==> src/rtl/vga_timing_param.sv <==
// Parametrised VGA timing generator: pixel-tick divider, h/v counters, sync/valid delay line.
// Optional frame counter is enabled by defining VGA_FRAME_CNT_EN.
module vga_timing_param #(
  parameter int unsigned H_ACTIVE = 640,
  parameter int unsigned H_FP     = 16,
  parameter int unsigned H_SYNC   = 96,
  parameter int unsigned H_BP     = 48,
  parameter int unsigned V_ACTIVE = 480,
  parameter int unsigned V_FP     = 10,
  parameter int unsigned V_SYNC   = 2,
  parameter int unsigned V_BP     = 33,
  parameter int unsigned CLK_DIV  = 4,
  parameter int unsigned SYNC_POL = 0,
  parameter int unsigned PIPE_DLY = 0,
  parameter int unsigned CNT_W    = 10,
  parameter int unsigned FRM_W    = 8
) (
  input  logic             clk,
  input  logic             rst,
  input  logic             en,
  output logic             pix_tick,
  output logic [CNT_W-1:0] h_cnt,
  output logic [CNT_W-1:0] v_cnt,
  output logic             hsync,
  output logic             vsync,
  output logic             valid,
  output logic             line_start,
  output logic             frame_start,
  output logic [FRM_W-1:0] frame_cnt
);

  localparam int unsigned H_TOTAL = H_ACTIVE + H_FP + H_SYNC + H_BP;
  localparam int unsigned V_TOTAL = V_ACTIVE + V_FP + V_SYNC + V_BP;
  localparam int unsigned HS_BEG  = H_ACTIVE + H_FP;
  localparam int unsigned HS_END  = HS_BEG + H_SYNC - 1;
  localparam int unsigned VS_BEG  = V_ACTIVE + V_FP;
  localparam int unsigned VS_END  = VS_BEG + V_SYNC - 1;
  localparam int unsigned DIV_W   = (CLK_DIV > 1) ? $clog2(CLK_DIV) : 1;
  localparam logic        ACT     = 1'(SYNC_POL);

  logic [DIV_W-1:0] div_cnt;
  logic             tick;
  logic             h_wrap;
  logic             v_wrap;
  logic [CNT_W-1:0] h_next;
  logic [CNT_W-1:0] v_next;
  logic [2:0]       sig_next;   // {hs, vs, va} decoded from the next count
  logic [2:0]       sig_r;
  logic [2:0]       sig_out;
  logic             ls_r;
  logic             fs_r;

  // Terminal count is gated by en and rst so a suppressed tick never leaks out.
  assign tick     = en & ~rst & (div_cnt == DIV_W'(CLK_DIV - 1));
  assign pix_tick = tick;
  assign h_wrap   = (h_cnt == CNT_W'(H_TOTAL - 1));
  assign v_wrap   = (v_cnt == CNT_W'(V_TOTAL - 1));

  always_comb begin
    h_next = h_wrap ? '0 : h_cnt + 1'b1;
    v_next = v_cnt;
    if (h_wrap) begin
      v_next = v_wrap ? '0 : v_cnt + 1'b1;
    end
    sig_next[2] = (h_next >= CNT_W'(HS_BEG)) && (h_next <= CNT_W'(HS_END));
    sig_next[1] = (v_next >= CNT_W'(VS_BEG)) && (v_next <= CNT_W'(VS_END));
    sig_next[0] = (h_next < CNT_W'(H_ACTIVE)) && (v_next < CNT_W'(V_ACTIVE));
  end

  always_ff @(posedge clk or posedge rst) begin
    if (rst) begin
      div_cnt <= '0;
      h_cnt   <= '0;
      v_cnt   <= '0;
      sig_r   <= '0;
    end else if (en) begin
      div_cnt <= tick ? '0 : div_cnt + 1'b1;
      if (tick) begin
        h_cnt <= h_next;
        v_cnt <= v_next;
        sig_r <= sig_next;
      end
    end
  end

  // Wrap strobes land one clk after the wrapping tick; en low masks them.
  always_ff @(posedge clk or posedge rst) begin
    if (rst) begin
      ls_r <= 1'b0;
      fs_r <= 1'b0;
    end else begin
      ls_r <= tick & h_wrap;
      fs_r <= tick & h_wrap & v_wrap;
    end
  end

  assign line_start  = ls_r & en;
  assign frame_start = fs_r & en;

  generate
    if (PIPE_DLY == 0) begin : g_nodly
      assign sig_out = sig_r;
    end else begin : g_dly
      logic [2:0] dly [PIPE_DLY];

      always_ff @(posedge clk or posedge rst) begin
        if (rst) begin
          for (int i = 0; i < int'(PIPE_DLY); i++) dly[i] <= '0;
        end else if (tick) begin
          dly[0] <= sig_r;
          for (int i = 1; i < int'(PIPE_DLY); i++) dly[i] <= dly[i-1];
        end
      end

      assign sig_out = dly[PIPE_DLY-1];
    end
  endgenerate

  assign hsync = sig_out[2] ? ACT : ~ACT;
  assign vsync = sig_out[1] ? ACT : ~ACT;
  assign valid = sig_out[0];

`ifdef VGA_FRAME_CNT_EN
  always_ff @(posedge clk or posedge rst) begin
    if (rst) begin
      frame_cnt <= '0;
    end else if (tick & h_wrap & v_wrap) begin
      frame_cnt <= frame_cnt + 1'b1;
    end
  end
`else
  assign frame_cnt = '0;
`endif

endmodule

==> config.mk <==
export PLATFORM = sky130hd
export DESIGN_NAME = vga_timing_param
export DESIGN_NICKNAME = d
export VERILOG_FILES = /design/src/rtl/vga_timing_param.sv
export SDC_FILE = /design/constraint.sdc
export NUM_CORES = 1
export LEC_CHECK = 0
export ABC_CLOCK_PERIOD_IN_PS = 1900
export BUFFER_PORTS_ARGS = -buffer_cell sky130_fd_sc_hd__buf_2
export CAP_MARGIN = 5
export CORE_AREA = 10 10 73 75
export DETAILED_ROUTE_END_ITERATION = 12
export DIE_AREA = 0 0 83 85
export PLACE_DENSITY = 0.74
export SETUP_SLACK_MARGIN = 0.15
export SLEW_MARGIN = 30
export SYNTH_ARGS = -nofsm -noshare
export SYNTH_HDL_FRONTEND = slang
export SYNTH_SLANG_ARGS = --single-unit
==> constraint.sdc <==
create_clock -name clk -period 1.9 [get_ports clk]
set_clock_uncertainty 0.1 [all_clocks]
set_input_delay 0.095 -clock clk [delete_from_list [all_inputs] [get_ports clk]]
set_output_delay 0.095 -clock clk [all_outputs]
set_load 0.01 [all_outputs]
# == After elaboration in Yosys (flattened, before gate mapping) ==
# Index checks and enable logic that the tools add are counted.
# op_classes
n_lt_le_gt_ge,6
muxes,6
n_reduce_logical,4
n_addsub,3
eq_ne,3
n_bitwise,7
# ops
cell,count
$mux W10,3
$add A10 B1 Y10 const B,2
$eq A10 B10 Y1 const B,2
$ge A10 B10 Y1 const B,1
$ge A10 B9 Y1 const B,1
$le A10 B10 Y1 const B,1
$le A10 B9 Y1 const B,1
$lt A10 B10 Y1 const B,1
$lt A10 B9 Y1 const B,1
$and A1 B1 Y1,6
$logic_and A1 B1 Y1,3
$add A2 B1 Y2 const B,1
$eq A2 B2 Y1 const B,1
$mux W1,2
$mux W2,1
$reduce_and A2 Y1,1
$not A1 Y1,1
# totals
inputBits,3
ff_bits,27
output_inout_bits,34
wordCells,35

# == Longest topological paths before layout ==
# depth
ltp_word,5
ltp_mapped,10
mapped_depth_nobuf,7

# == Worst setup path before layout ==
# Ideal clock, no wire load.
# synth_path
path_type,reg-to-reg
startpoint,register h_cnt[0]
endpoint,register sig_r[1] (netlist: sig_out[1])
required_ps,1713
path_stages_with_launch,10
arrival_time_ps,2010
period_less_slack_ps,2197
path_slack_ps,-297
setup_time_ps,87
n_path_buf,3
cell_sequence,dfrtp_1 > ha_1 > buf_2 > and4_4 > buf_6 > and4_4 > buf_6 > a2111oi_2 > o211ai_1 > a22oi_1
# synth_between
elab_chain_len,4
word_cells_on_any_way,5
classes_between,2 x order compare; 1 x eq/ne; 1 x mux; 1 x reduce/logical
# synth_lines
element,line,source
from (decl),22,"output logic [CNT_W-1:0] h_cnt,"
from (signal assigned),79,h_cnt <= h_next;
$eq A10 B10 Y1 *,56,assign h_wrap = (h_cnt == CNT_W'(H_TOTAL - 1));
$mux W10 *,62,if (h_wrap) begin
$ge A10 B9 Y1 or $le A10 B9 Y1 (tied branches),66,sig_next[1] = (v_next >= CNT_W'(VS_BEG)) && (v_next <= CNT_W'(VS_END));
$logic_and A1 B1 Y1 *,66,
to (signal assigned),81,sig_r <= sig_next;
to (decl),48,logic [2:0] sig_r;
# Mark *: on every way between the ends. The rest lies on a longest branch, timed or not.
# A chain may end at the register's enable or synchronous reset.

# == Worst setup path in the final report ==
# layout_path
startpoint,register v_cnt[5]
endpoint,register sig_r[0] (netlist: sig_out[0])
# layout_between
elab_chain_len,5
word_cells_on_any_way,6
classes_between,1 x add/sub; 1 x order compare; 1 x eq/ne; 2 x mux; 1 x reduce/logical
# layout_lines
element,line,source
from (decl),23,"output logic [CNT_W-1:0] v_cnt,"
from (signal assigned),80,v_cnt <= v_next;
$add A10 B1 Y10 or $eq A10 B10 Y1 (tied branches),"63, 57",
$mux W10,63,v_next = v_wrap ? '0 : v_cnt + 1'b1;
$mux W10 *,62,
$lt A10 B9 Y1 *,67,sig_next[0] = (h_next < CNT_W'(H_ACTIVE)) && (v_next < CNT_W'(V_ACTIVE));
$logic_and A1 B1 Y1 *,67,
# Marked as above.

==> metrics.md <==
| Metric | Value |
|---|---|
| Status | `finished, violations left` |
| Failing checks | `setup timing` |
| R2R setup slack | `-0.09 ns` |
| CP Capture Type | `flop` |
| Max Clk Rate | `around 500 MHz` |
| Max clock buf depth | `2` |
| Type of the worst setup path | `flop to flop` |
| Compound-Gate Fraction of Synth Area | `a little over 20%` |
| Worst Hold Class | `input pin to async pin` |
| Root Driver | `clkbuf_8` |
| GRT Util Overall | `between 10% and 20%` |
| Synthesis-to-finish area growth | `39.9%` |
| Post-synthesis simple-gate area fraction | `between 20% and 30%` |
| Fin. max-slew vios | `0` |
| Starting density of the core | `48.0%` |
| CTS clk-pin slew, worst paths | `roughly 0.090 ns` |
| Placed cell areas | `0.00226 mm²` |
| Synthesized flop and latch total | `27` |
| Fin util | `approximately 67%` |
| Netlist Area Pre-Place | `about 0.0019 mm²` |
| Rel. slew slack | `66.0%` |
| Filler cell count in the final layout | `just under 300` |
| Worst-margin pin slew | `0.508 ns` |
| I/O Buffers | `28` |
| PD cells | `514 mW/mm²` |
| Worst EP required | `1.98 ns` |
| Die width | `between 80 and 90 µm` |
| Die extent in y | `between 80 and 90 µm` |
| Final Setup Violations | `8` |
| Vias | `1953` |
| Synth cell types | `56` |
| Startpoint Class | `flop` |
| CTS tree | `yes` |
| Largest net degree at the start of global routing | `28` |
| Initial antenna violation count | `0` |
| Peak supply drop | `between 200 and 250 µV` |
| Number of flops mapped to enable cells by yosys | `0` |
| Dpl hpwl | `3880 µm` |
| Antenna Cells | `0` |
| Grt ovf | `0` |
| Placeable core area | `slightly below 0.004 mm²` |
| Clock Sinks | `27` |
| Vias in the first global route | `roughly 1900` |
| Total Neg Setup Slack | `-0.435 ns` |
| Lkg Pwr | `between 1 and 1.5 nW` |
| Arrival @ worst endpoint | `2.07 ns` |
| Total Power | `between 1 and 1.5 mW` |
| Post-route cell area | `between 0.002 and 0.003 mm²` |
| Synth Instances | `219` |
| Final Cycle Share | `105%` |
| DR vias/cell | `5.85` |
| H-tree lvl count | `1` |
| XOR/XNOR Fraction of Synth Area | `2.80%` |
| Mux contribution to synthesized area | `3.33%` |
| Worst-path fanout max | `7` |
| Share of cells above drive strength 1 | `around 43%` |
| Post-Route WL | `5840 µm` |
| Std-Cell Rows | `23` |
| Commonest cells after routing, fill and taps aside | `42 x buf_4, 28 x nand2_1, 28 x buf_2` |
| DR iter-0 viols | `259` |
| Main combinational cell family by area after synthesis | `simple AND/OR/NAND/NOR gates` |
| Fin. Hold Viols | `0` |
| Register area share after synthesis | `between 30% and 40%` |
| CTS Buf Count | `3` |
| Hold_ws | `between 0.3 and 0.4 ns` |
| Max-cap violations | `0` |
| RSZ-0062 raised after global routing | `true` |
| Ys async rst share | `100%` |
| Commonest non-fill, non-tap cell in the layout | `buf_4` |
| Die area | `around 0.0071 mm²` |
| Synth warn | `0` |
| Antenna-violating nets left | `0` |
| DR pass1 iterations | `4` |
| Per-cell routed wire length | `~17 µm` |
| Min setup slack post-route | `-0.0915 ns` |
| Synth Area in Adders | `under 10%` |
| Nets | `around 300` |
| Avg Inst Size Synth | `approximately 8.6 µm²` |
| First-pass GRT wire length | `about 9100 µm` |
| Clock latency on the worst-skew pair | `between 0.2 and 0.3 ns` |
| Post-layout min period | `about 2 ns` |
| Io pins | `37` |
| Main synth FF type | `dfrtp_1` |
| DRC Markers | `0` |
| RD Place Congestion | `0.901` |
==> metal layers <==
| layer | vias up | track usage [%] | part of all wire (%) |
|---|---|---|---|
| met1 | 931 | 19.0 | 43 |
| met2 | 98 | 25.4 | 48 |
| li1 | 908 | - | - |
| met5 | - | 0 | 0 |
| met4 | 0 | 4.02 | 2.0 |
| met3 | 16 | 2.96 | 7.5 |
==> registers in the layout, indices dropped and copies added, names as in the netlist <==
signal / cells
sig_out: 3
div_cnt: 2
v_cnt: 10
ls_r: 1
h_cnt: 10
fs_r: 1
==> synthesized netlist by cell type, types with 4 or more instances <==
master    number  area share, %
nand2_1       32            6.4
dfrtp_1       27             36
o21ai_0       17            4.5
inv_1         11            2.2
clkbuf_1       9            1.8
nand3_1        9            2.4
a21oi_1        8            2.1
buf_4          8            3.2
nor2_1         7            1.4
a31oi_1        5            1.7
ha_1           5            3.3
nand4_1        5            1.7
nor3_1         5            1.3
xnor2_1        5            2.3
and2_1         4            1.3
buf_2          4            1.1
mux2i_1        4            2.1
==> logic make-up (layout without fill, tap and decap cells) <==
kind of cell | count (synthesis) | count (layout)
AO/OA/AOI/OAI | 56 | 56
AND/OR/NAND/NOR | 81 | 81
adder cells (fa/ha/maj) | 5 | 5
XOR/XNOR | 6 | 6
other | 1 | 8
multiplexers | 6 | 6
flip-flops | 27 | 27
buffers and inverters | 37 | 95
==> through the flow <==
stage / cells / setup slack, ns
after floorplan: 226 / -0.201
after CTS: 326 / -0.0489
after global placement: 315 / 0.0203
after detailed placement: 315 / -0.0549
final: 334 / -0.0915
after global routing: 334 / -0.154
==> final timing paths <==
path / start / endpoint / cells past startpoint
min in group clk: div_cnt[1]$_DFFE_PP0P_ / div_cnt[1]$_DFFE_PP0P_ / 1
max in group asynchronous: rst / h_cnt[0]$_DFFE_PP0P_ / 4
setup / recovery: v_cnt[5]$_DFFE_PP0P_ / sig_out[0]$_DFFE_PP0P_ / 6
setup reg to reg: v_cnt[5]$_DFFE_PP0P_ / sig_out[0]$_DFFE_PP0P_ / 6
hold / removal: rst / ls_r$_DFF_PP0_ / 4
hold reg to reg: div_cnt[1]$_DFFE_PP0P_ / div_cnt[1]$_DFFE_PP0P_ / 1
==> final cells by class <==
type / instances / area (µm²) / share of cell area (%)
clock buffers: 3 / 41.3 / 1.57
clock inverters: 1 / 5.00 / 0.190
inverters: 13 / 56.3 / 2.14
multi-input cells: 162 / 1230 / 47.0
flip-flops and latches: 27 / 678 / 25.8
well taps: 50 / 62.6 / 2.38
repair buffers: 78 / 552 / 21.0
==> what timing repair did <==
item / in CTS / in global routing
buffers inserted: 5 / 8
endpoints found under the hold margin: 28 / 0
cloned: 0 / 0
endpoints found under the setup margin: 14 / 16
pin swaps: 5 / 7
gates resized for setup: 28 / 28
hold buffers: 2 / 0
==> worst max-delay path, cell delays in order (launching register included) <==
cell	delay, ns
dfrtp_1	0.38
or4_4	0.57
nor4_4	0.18
buf_6	0.18
o21ai_2	0.06
a21bo_1	0.22
o41ai_2	0.20
==> power by group <==
part	leakage (nW)	internal [mW]	switching, mW
logic	0.872	0.163	0.190
clock network	0.0255	0.147	0.187
registers	0.346	0.622	0.0411
total	1.24	0.932	0.418
No activity file was read; power rests on OpenSTA's default activity.
